`config.mk`:
```
export PLATFORM = sky130hd
export DESIGN_NAME = sgd_ctrl
export DESIGN_NICKNAME = d
export VERILOG_FILES = /design/src/rtl/sgd_ctrl_pkg.sv /design/src/rtl/sgd_ctrl_deser.sv /design/src/rtl/sgd_ctrl.sv
export SDC_FILE = /design/constraint.sdc
export NUM_CORES = 1
export LEC_CHECK = 0
export BUFFER_PORTS_ARGS = -buffer_cell sky130_fd_sc_hd__buf_4
export CAP_MARGIN = 15
export CORE_MARGIN = 1.5
export CORE_UTILIZATION = 60
export DETAILED_ROUTE_END_ITERATION = 10
export PLACE_DENSITY = 0.85
export SYNTH_ARGS = -nofsm -noshare
export SYNTH_HDL_FRONTEND = slang
export SYNTH_SLANG_ARGS = --single-unit
```
`constraint.sdc`:
```
create_clock -name CLK -period 7 [get_ports CLK]
set_input_delay 0 -clock CLK [delete_from_list [all_inputs] [get_ports CLK]]
set_output_delay 0 -clock CLK [all_outputs]
set_load 0.005 [all_outputs]
```
`src/rtl/sgd_ctrl_pkg.sv`:
```
// Shared types and constants for the SGD training sequencer.
package sgd_ctrl_pkg;

  localparam int unsigned LENGTH       = 16;
  localparam int unsigned MAX_FEATURES = 15;
  localparam int unsigned COL_W        = $clog2(MAX_FEATURES + 1);
  localparam int unsigned EPOCH_W      = 8;
  localparam int unsigned LR_W         = 4;

  typedef enum logic [2:0] {
    ST_LOAD    = 3'd0,
    ST_FETCH   = 3'd1,
    ST_RD_WAIT = 3'd2,
    ST_RUN     = 3'd3,
    ST_UPDATE  = 3'd4,
    ST_DONE    = 3'd5
  } state_e;

  // Configuration captured while reset is held.
  typedef struct packed {
    logic [COL_W-1:0]   feat;
    logic [EPOCH_W-1:0] epoch;
    logic [LR_W-1:0]    lr;
  } cfg_t;

endpackage

```
`src/rtl/sgd_ctrl_deser.sv`:
```
// Serial-to-parallel word assembler: LSB-first shift register with a bit counter.
module sgd_ctrl_deser
  import sgd_ctrl_pkg::*;
#(
  parameter int unsigned WIDTH = LENGTH
) (
  input  logic             clk,
  input  logic             rst,
  input  logic             en,
  input  logic             bit_in,
  output logic [WIDTH-1:0] word,
  output logic             word_valid,
  output logic             last_c
);

  localparam int unsigned CNT_W = $clog2(WIDTH);

  logic [WIDTH-1:0] shreg;
  logic [WIDTH-1:0] shifted;
  logic [CNT_W-1:0] cnt;

  assign shifted = {bit_in, shreg[WIDTH-1:1]};
  assign last_c  = en && (cnt == CNT_W'(WIDTH - 1));

  always_ff @(posedge clk) begin
    if (rst) begin
      shreg      <= '0;
      cnt        <= '0;
      word       <= '0;
      word_valid <= 1'b0;
    end else begin
      word_valid <= last_c;
      if (en) begin
        shreg <= shifted;
        cnt   <= last_c ? '0 : cnt + CNT_W'(1);
      end
      if (last_c) begin
        word <= shifted;
      end
    end
  end

endmodule

```
`src/rtl/sgd_ctrl.sv`:
```
// SGD training sequencer: loads the data memory from the serial stream,
// then walks rows for the configured number of epochs driving the datapath.
module sgd_ctrl
  import sgd_ctrl_pkg::*;
#(
  parameter int unsigned ADDR_WIDTH = 12
) (
  input  logic                  CLK,
  input  logic                  RST,
  input  logic                  S,
  input  logic [COL_W-1:0]      feat,
  input  logic [EPOCH_W-1:0]    epoch,
  input  logic [ADDR_WIDTH-1:0] data_points,
  input  logic [LR_W-1:0]       learn_rate,
  output logic                  wr_en,
  output logic [ADDR_WIDTH-1:0] wr_row,
  output logic [COL_W-1:0]      wr_col,
  output logic [LENGTH-1:0]     wr_data,
  output logic                  rd_en,
  output logic [ADDR_WIDTH-1:0] rd_row,
  output logic                  dp_start,
  input  logic                  dp_done,
  output logic                  upd_en,
  output logic [LR_W-1:0]       lr_shift,
  output logic [EPOCH_W-1:0]    epoch_cnt,
  output logic                  SGD_DONE
);

  state_e                state, next_state;
  cfg_t                  cfg_q;
  logic [ADDR_WIDTH-1:0] dp_q;
  logic [ADDR_WIDTH-1:0] row_cnt, row_nxt;
  logic [COL_W-1:0]      col_idx, col_nxt;
  logic [EPOCH_W-1:0]    epoch_nxt;
  logic                  load_done_c;
  logic                  deser_en_c;
  logic                  last_bit_c;

  // Config registers track the inputs only while reset is held.
  always_ff @(posedge CLK) begin
    if (RST) begin
      cfg_q.feat  <= feat;
      cfg_q.epoch <= epoch;
      cfg_q.lr    <= learn_rate;
      dp_q        <= data_points;
    end
  end

  assign lr_shift = cfg_q.lr;

  sgd_ctrl_deser #(.WIDTH(LENGTH)) u_deser (
    .clk        (CLK),
    .rst        (RST),
    .en         (deser_en_c),
    .bit_in     (S),
    .word       (wr_data),
    .word_valid (wr_en),
    .last_c     (last_bit_c)
  );

  // Last word of the training set is on the write port this cycle.
  assign load_done_c = wr_en && (wr_row == dp_q) && (wr_col == '0);
  assign deser_en_c  = (state == ST_LOAD) && !load_done_c;

  always_ff @(posedge CLK) begin
    if (RST) begin
      state <= ST_LOAD;
    end else begin
      state <= next_state;
    end
  end

  always_comb begin
    next_state = state;
    row_nxt    = row_cnt;
    col_nxt    = col_idx;
    epoch_nxt  = epoch_cnt;
    case (state)
      ST_LOAD: begin
        if (last_bit_c) begin
          if (col_idx == cfg_q.feat) begin
            col_nxt = '0;
            row_nxt = (row_cnt == dp_q) ? '0 : row_cnt + ADDR_WIDTH'(1);
          end else begin
            col_nxt = col_idx + COL_W'(1);
          end
        end
        if (load_done_c) begin
          next_state = (cfg_q.epoch == '0) ? ST_DONE : ST_FETCH;
        end
      end
      ST_FETCH:   next_state = ST_RD_WAIT;
      ST_RD_WAIT: next_state = ST_RUN;
      ST_RUN: begin
        // The entry cycle (dp_start high) never completes a row.
        if (dp_done && !dp_start) begin
          next_state = ST_UPDATE;
        end
      end
      ST_UPDATE: begin
        if (row_cnt == dp_q) begin
          row_nxt = '0;
          if (epoch_cnt == cfg_q.epoch - EPOCH_W'(1)) begin
            next_state = ST_DONE;
          end else begin
            epoch_nxt  = epoch_cnt + EPOCH_W'(1);
            next_state = ST_FETCH;
          end
        end else begin
          row_nxt    = row_cnt + ADDR_WIDTH'(1);
          next_state = ST_FETCH;
        end
      end
      ST_DONE:    next_state = ST_DONE;
      default:    next_state = ST_LOAD;
    endcase
  end

  // Counters and registered strobes derived from the next state.
  always_ff @(posedge CLK) begin
    if (RST) begin
      row_cnt   <= '0;
      col_idx   <= '0;
      epoch_cnt <= '0;
      wr_row    <= '0;
      wr_col    <= '0;
      rd_en     <= 1'b0;
      rd_row    <= '0;
      dp_start  <= 1'b0;
      upd_en    <= 1'b0;
      SGD_DONE  <= 1'b0;
    end else begin
      row_cnt   <= row_nxt;
      col_idx   <= col_nxt;
      epoch_cnt <= epoch_nxt;
      if (last_bit_c) begin
        wr_row <= row_cnt;
        wr_col <= cfg_q.feat - col_idx;
      end
      rd_en    <= (next_state == ST_FETCH);
      if (next_state == ST_FETCH) begin
        rd_row <= row_nxt;
      end
      dp_start <= (next_state == ST_RUN) && (state != ST_RUN);
      upd_en   <= (next_state == ST_UPDATE);
      SGD_DONE <= (next_state == ST_DONE);
    end
  end

endmodule
```
==> Yosys cells after proc, flatten, opt, wreduce, memory -nomap -nowiden <==
Cells that the tools add are included.
{ "op_classes": {"n_addsub": 6, "multipliers": 0, "div_mod_pow": 0, "order_cmp": 0, "n_eq_ne": 15, "shifts": 0, "n_mux": 12, "bitwise_logic": 1, "reduce_logical": 13} }
{ "ops": {"columns": ["cell", "count"], "rows": [
  ["$mux 12", 3],
  ["$eq 12x12->1", 2],
  ["$pmux 12 s2", 1],
  ["$pmux 3 s6", 1],
  ["$mux 3", 5],
  ["$add 12x1->12 const B", 1],
  ["$eq 3x3->1 const B", 4],
  ["$eq 3x2->1 const B", 3],
  ["$add 4x1->4 const B", 2],
  ["$add 8x1->8 const B", 1],
  ["$eq 8x8->1", 1],
  ["$logic_not 8->1", 1],
  ["$mux 4", 2],
  ["$sub 8x1->8 const B", 1],
  ["$eq 3x1->1 const B", 2],
  ["$logic_and 1x1->1", 6],
  ["$eq 4x4->1", 1],
  ["$eq 4x4->1 const B", 1],
  ["$logic_not 4->1", 1],
  ["$sub 4x4->4", 1],
  ["$logic_not 3->1", 1],
  ["$ne 3x2->1 const B", 1],
  ["$reduce_and 3->1", 1],
  ["$logic_not 1->1", 2],
  ["2 further kinds", 2]
]} }
{ "totals": {"ff_bits": 124, "latch_bits": 0, "ramBits": 0, "mem_bits_ro": 0, "in_bits": 32, "out_inout_bits": 61, "word_cells": 66, "mem_count": 0} }

==> Longest topological paths before layout <==
Gate-level depths: netlist of run 1.
{ "logic_depth": {"depth_word": 8, "mapped_depth": 10, "mapped_depth_nobuf": 9} }

==> By module <==
From an unflattened synthesis of run 1, not the netlist that was laid out.
{ "hier_totals": {"cells_unflattened": 508, "area_unflattened_um2": 5402.7} }
{ "by_module_without_submodules": {"columns": ["mod", "instances", "cells_each", "area_per_inst_um2"], "rows": [
  ["sgd_ctrl", 1, 404, 4172.8],
  ["sgd_ctrl_deser", 1, 104, 1229.9]
]} }

==> Worst setup path before layout of run 1 <==
Ideal clock, no wire load.
{ "synth_timing": {"path_type": "flip-flop to flip-flop", "from": "register col_idx[1]", "to": "register rd_row[5]", "setup_ps": 80, "arrival_time_ps": 2290, "t_required_ps": 6920, "setup_slack_ps": 4630, "stages_incl_launch_ff": 10, "n_path_buf": 1, "cell_sequence": "dfxtp_1 inv_1 ha_1 nand3_1 nor3_1 o21ai_0 or3_1 clkbuf_1 o41a_1 a211oi_2"} }
{ "synth_between": {"elab_chain_len": 4} }
{ "synth_lines": {"columns": ["element", "line_no", "text"], "rows": [
  ["start: declaration", "sgd_ctrl.sv:33", "logic [COL_W-1:0] col_idx, col_nxt;"],
  ["start signal: assignment", "sgd_ctrl.sv:134", "col_idx <= col_nxt;"],
  ["$eq 4x4->1", "sgd_ctrl.sv:81", "if (col_idx == cfg_q.feat) begin"],
  ["$mux 12", "sgd_ctrl.sv:81", null],
  ["$mux 12", "sgd_ctrl.sv:80", "if (last_bit_c) begin"],
  ["$pmux 12 s2", "sgd_ctrl.sv:78", "case (state)"],
  ["end signal: assignment", "sgd_ctrl.sv:142", "rd_row <= row_nxt;"],
  ["end: declaration", "sgd_ctrl.sv:20", "output logic [ADDR_WIDTH-1:0] rd_row,"]
]} }
Every way passes these cells.
A chain may end at the register's enable or synchronous reset.

==> Final worst setup path of run 1 <==
{ "layout_timing": {"from": "register dp_q[1]", "to": "register rd_row[0]"} }
{ "layout_between": {"elab_chain_len": 8, "elab_cells_between_ends": 15} }
{ "layout_lines": {"columns": ["element", "line_no", "text"], "rows": [
  ["start: declaration", "sgd_ctrl.sv:31", "logic [ADDR_WIDTH-1:0] dp_q;"],
  ["start signal: assignment", "sgd_ctrl.sv:45", "dp_q <= data_points;"],
  ["branches (longest 8 deep; another with $eq 12x12->1)", null, null]
]} }
Several ways; the timed one is not identified.

==> impl_metrics.ini, run 1 <==
[layout]
postLayoutCellArea_um2 = 6850
layout_commonest_cell = buf_4
n_fill_cell = 539
layout_common_cells = buf_4 (96), dfxtp_1 (95), nand2_1 (69)
syn2layout_area_growth_pct = 29.3
final_cells = 777
final_core_util = 0.793
fin_nets = 697
drive_gt1_frac = 0.230
n_antenna_cell = 0

[route]
vias = 4459
drc_errors = 0
routed_wl_mm = 13.1
dr.pass1.iters = 5
ant_nets = 0
wl_per_cell_um = 16.8
via_per_inst = 5.74
drtIter0Drc = 273

[logic_synthesis]
synth-warning-count = 0
ys_seq_area_frac = 0.518
synth_edf_count = 28
syn-num-nets = 585
synthArstFlopShare = 0
synth_cell_types = 51
netlist_instances = 544
syn_area_um2 = 5300
postSynthAreaPerCell_um2 = 9.73
synth.ff_latch_count = 123
synthFlopType = dfxtp_1

[timing]
slew_headroom = 0.238
final.setup.worst_slack_ns = 3.70
fin_worst_skew_ns = 0.00632
post-route-period-util = 0.472
rsz0062_at_grt = no
drv_slew = 0
hold_viol_final = 0
fmax_ghz = 0.303
finalCriticalPeriod_ns = 3.30
tns_ns = 0
setup_viol = 0
holdWs_ns = 0.199
worst_pin_slew_ns = 1.14

[die]
ioPinCount = 93
core_area_um2 = 8640
die-area_um2 = 9400
start_util = 0.613
die_h_um = 96.9
die_w_um = 96.9
std_cell_rows = 34

[placed_design]
pre_cts_slack_ns = 3.84
gp_congestion = 0.851
detailed_place_hpwl_mm = 8.44
place_area_um2 = 6010
place_inst = 714
io_buffers = 92

[cts]
tritoncts = done
cts_buffers = 17
path_clk_slew_ns = 0.06
root_buffer = clkbuf_8
clock_sinks = 123
insertion_delay_ns = 0.52
htree_levels = 4
cts_max_path_buffers = 2
cts_setup_buffers = 0

[global_routing]
grt_pass1_vias = 4420
grt_pass1_wl_mm = 21.3
grt_usage = 0.287
antenna_found_initial = 0
grt_max_degree = 105
overflow = 0

[setup_path]
crit_type = reg2reg
cp_max_fo = 13
start_kind = flip-flop
r2r_end = rd_row[0]
critPathCapture = rd_row[0]
ff2ff_setup_slack_ns = 3.70
cp-end-kind = flip-flop
crit_arrival_ns = 3.71
r2r.worst_path.cells = 7
startpoint = dp_q[1]
worstReg2RegStart = dp_q[1]
cp.required_ns = 7.41

[power]
powerDensity_nw_per_um2 = 236
vdd.ir_drop.worst_mv = 0.165
leakagePower_nw = 2.58
finalPower_mw = 1.61

[worst_hold_path]
min_path_cells = 2
worstHoldPathType = in2reg
min_from = epoch[7]

[run]
drv_cap = 0

[status]
status = finished clean
-- power by group --
part | internal (mW) | switching [mW]
clock | 0.440 | 0.335
sequential | 0.744 | 0.0131
combinational | 0.0433 | 0.0384
total | 1.23 | 0.387
-- cell families (layout without fill, tap and decap cells) --
family          after synthesis  after routing  share of synthesized area
xor+xnor                     45             45                     0.0744
fa+ha+maj                     9              9                     0.0227
compound gates              102            102                      0.123
buf+inv                      42            167                     0.0350
simple gates                201            201                      0.185
flops                       123            123                      0.518
mux                          22             22                     0.0428
-- worst min-delay path by stage --
stage	slack, ns	to
after floorplan	0.1	cfg_q[10]
after global placement	0.18	cfg_q[12]
after detailed placement	0.18	cfg_q[10]
after CTS	0.18	cfg_q[10]
after global routing	0.19	cfg_q[13]
final	0.20	cfg_q[11]
-- cell usage after synthesis, drive strengths merged (2+ instances only) --
master   number  share of area
nand4         8         0.0095
and3b         2         0.0033
o21ai        16          0.015
buf           9          0.012
and4          3         0.0050
a21oi        59          0.056
clkbuf       25          0.018
nor2b         8         0.0095
mux2          5          0.011
xnor2        36          0.060
nor2         52          0.037
dfxtp        95           0.36
or2           2         0.0024
a21o          2         0.0028
nand2        69          0.049
nand3        13          0.012
nand4b        2         0.0033
a2111oi       2         0.0045
ha            8          0.019
and2          2         0.0028
inv           8         0.0057
a211oi       14          0.028
edfxtp       28           0.16
xor2          9          0.015
nand3b        5         0.0071
mux2i        17          0.032
nand2b        2         0.0024
nor3         13          0.012
o211ai        2         0.0028
and3          6         0.0071
a31o          2         0.0033
nor3b         7         0.0099
-- routing by layer --
metal	part of all wire	routed length [um]	GRT usage	vias up
li1	-	-	-	2114
met1	0.39	5160	0.346	2131
met2	0.50	6590	0.477	171
met3	0.063	829	0.0636	43
met4	0.038	493	0.159	0
met5	0	0	0	-
-- flip-flops by register name, indices dropped and copies added (netlist names), 8 cells and up --
register       count
u_deser.shreg     15
cfg_q             12
u_deser.word      16
wr_row            12
rd_row            12
dp_q              12
epoch_cnt          8
row_cnt           12
-- timing repair --
action | CTS | global route
hold endpoints to repair | 49 | 0
hold buffers | 31 | 0
gates resized for setup | 0 | 0
-- final cells by class --
type / count / area, um^2 / area share
repair buffers: 127 / 1030 / 0.151
clock inverters: 15 / 115 / 0.0168
inverters: 8 / 30.0 / 0.00439
flip-flops and latches: 123 / 2740 / 0.401
multi-input cells: 379 / 2380 / 0.347
well taps: 108 / 135 / 0.0197
clock buffers: 17 / 414 / 0.0605
-- critical path, cell delays in order, from the launching register on --
cell and delay (ns):
edfxtp_1 0.42, xnor2_1 0.29, nand4_1 0.25, or4_4 0.64, o21ba_2 0.24, nor2b_1 0.59
and2_4 0.41, mux2_2 0.36
No activity file was read; power rests on OpenSTA's default activity.
==> run 2, diff against run 1 <==
--- a/config.mk
+++ b/config.mk
@@ -5,12 +5,13 @@
 export SDC_FILE = /design/constraint.sdc
 export NUM_CORES = 1
 export LEC_CHECK = 0
+export ABC_AREA = 1
 export BUFFER_PORTS_ARGS = -buffer_cell sky130_fd_sc_hd__buf_4
 export CAP_MARGIN = 15
 export CORE_MARGIN = 1.5
-export CORE_UTILIZATION = 60
+export CORE_UTILIZATION = 57
 export DETAILED_ROUTE_END_ITERATION = 10
-export PLACE_DENSITY = 0.85
+export PLACE_DENSITY = 0.8
 export SYNTH_ARGS = -nofsm -noshare
 export SYNTH_HDL_FRONTEND = slang
 export SYNTH_SLANG_ARGS = --single-unit
==> constraint.sdc (replaced) <==
create_clock -name CLK -period 3.1 [get_ports CLK]
set_input_delay 0 -clock CLK [delete_from_list [all_inputs] [get_ports CLK]]
set_output_delay 0 -clock CLK [all_outputs]
set_load 0.005 [all_outputs]
==> impl_metrics.ini, run 2 <==
[worst_hold_path]
min_from = feat[3]
worstHoldPathType = in2reg

[global_routing]
overflow = 0
grt_max_degree = 53
antenna_found_initial = 0
grt_usage = 0.280
grt_pass1_wl_mm = 24.6
grt_pass1_vias = 5365

[die]
start_util = 0.585
ioPinCount = 93
die_w_um = 106
die-area_um2 = 11200
std_cell_rows = 37
die_h_um = 106
core_area_um2 = 10300

[logic_synthesis]
yosys-top-cells-area = dfxtp_1 (32%), edfxtp_1 (14%), nand2_1 (14%)
yosys.cell_count.top_type = nand2_1
netlist_instances = 814
synth-warning-count = 0
synthFlopType = dfxtp_1
postSynthAreaPerCell_um2 = 7.38
synth_cell_types = 39
ys_seq_area_frac = 0.456
synthArstFlopShare = 0
synth_top_area_frac = 0.317
synth_edf_count = 28
synth_top_cells_by_count = nand2_1 (222), inv_1 (101), dfxtp_1 (95)
syn-num-nets = 855
syn_area_um2 = 6010
synth_largest_area_cell = dfxtp_1
synth.ff_latch_count = 123

[layout]
syn2layout_area_growth_pct = 26.7
drive_gt1_frac = 0.175
fin_nets = 971
final_core_util = 0.741
largest_reg_flops = 16
final-seq-area_um2 = 2740
n_antenna_cell = 0
layout_commonest_cell = nand2_1
n_fill_cell = 783
largest-register = u_deser.word
layout_common_cells = nand2_1 (222), inv_1 (101), buf_4 (98)
multiInputGateArea_um2 = 2670
reg_top3 = u_deser.word x16, u_deser.shreg x15

[route]
top_layer_used = met4
wl_met2_mm = 7.55
met1_length_mm = 6.04
routed-wl-met3_um = 997
vias = 5694
routed_wl_mm = 15.1
drc_errors = 0
drtIter0Drc = 347
ant_nets = 0
via_per_inst = 5.28
wl_per_cell_um = 14.0
dr.pass1.iters = 5

[cts]
cts_resized = 0
insertion_delay_ns = 0.54
cts_buffers = 17
path_clk_slew_ns = 0.06
tritoncts = done
htree_levels = 4
root_buffer = clkbuf_8
cts_max_path_buffers = 2
clock_sinks = 123

[timing]
drv_slew = 0
slew_headroom = 0.433
post-route-period-util = 0.798
setup_viol = 0
rsz0062_at_grt = no
tns_ns = 0
worst_pin_slew_ns = 0.847
fmax_ghz = 0.404
finalCriticalPeriod_ns = 2.47
fin_worst_skew_ns = 0.00749
hold_viol_final = 0

[placed_design]
detailed_place_hpwl_mm = 10.3
gp_congestion = 0.935
io_buffers = 92

[power]
vdd.ir_drop.worst_mv = 0.568
leakagePower_nw = 3.45
powerDensity_nw_per_um2 = 492

[setup_path]
worstReg2RegStart = state[1]
crit_type = reg2reg
cp.required_ns = 3.49
cp-end-kind = flip-flop
path_buf_inv = 1
slowest_stage = nand2_1
slowest_delay_ns = 0.64
crit_arrival_ns = 2.87
critical-path-top-delay-family = simple AND/OR/NAND/NOR gates
start_kind = flip-flop
path_cells = nor2_2 -> inv_2 -> nor2_8 -> nand3_2 -> nand2_1 -> o21ai_0
cp_max_fo = 17
startpoint = state[1]

[status]
status = finished clean

[run]
drv_cap = 0
run 2: cell types whose count changed in the layout (fill, tap and decap cells not counted), sizes merged, moves of 21 or more:
cell   change
nand2    +155
inv      +102
nand3     +54
o21ai     +49
xnor2     -28
nor2      +21
run 2: per-layer routing:
metal  vias to the layer above  track usage
met4                         0        0.139
met2                       225        0.479
met1                      2584        0.322
li1                       2838            -
met3                        47       0.0767
met5                         -            0
run 2: power by group:
part / internal, mW / switching (mW) / total, mW
Combinational: 0.104 / 0.114 / 0.218
Sequential: 1.68 / 0.0267 / 1.71
Clock: 1.11 / 0.714 / 1.82
run 2: cells by family (layout without fill, tap and decap cells):
family | count (synthesis) | after routing | share of synthesized area
flops | 123 | 123 | 0.456
xor+xnor | 23 | 23 | 0.0335
simple gates | 390 | 390 | 0.283
fa+ha+maj | 9 | 9 | 0.0200
buf+inv | 147 | 276 | 0.101
compound gates | 122 | 122 | 0.107
run 2: worst reg2reg max path, delay by kind of cell, from the launching register on:
kind | cells | cell delay, ns
AO/OA/AOI/OAI | 1 | 0.16
AND/OR/NAND/NOR | 4 | 1.63
flip-flops | 1 | 0.35
buffers and inverters | 1 | 0.19
run 2: final cells by class:
type                    count  share of cell area
repair buffers            129               0.137
flip-flops and latches    123               0.360
multi-input cells         544               0.350
clock inverters            10             0.00789
inverters                 115              0.0567
well taps                 136              0.0224
clock buffers              22              0.0649
run 2: path summary, 6_finish.rpt:
check	end	slack (ns)	depth (start not counted)
setup / recovery	col_idx[1]	0.63	6
hold / removal	cfg_q[15]	0.17	2
setup reg to reg	col_idx[1]	0.63	6
hold reg to reg	u_deser.word[0]	0.46	2
run 2: metrics by stage:
| step | cell area, um^2 | hold WS [ns] | setup slack [ns] | cells | total power [mW] |
|---|---|---|---|---|---|
| 3_3_place_gp | 6750 | 0.178 | 0.724 | 1016 | 1.91 |
| 6_report | 7610 | 0.172 | 0.626 | 1079 | 3.75 |
| 5_1_grt | 7610 | 0.169 | 0.345 | 1079 | 3.86 |
| 2_1_floorplan | 6010 | 0.0989 | 1.20 | 814 | 1.85 |
| 4_1_cts | 7610 | 0.157 | 0.643 | 1079 | 3.77 |
| 3_5_place_dp | 6750 | 0.179 | 0.650 | 1016 | 1.92 |
run 2: timing repair:
| item | 4_1_cts | 5_1_grt |
|---|---|---|
| hold buffers | 31 | 0 |
| endpoints found under the hold margin | 47 | 0 |
| setup buffers | 0 | 0 |
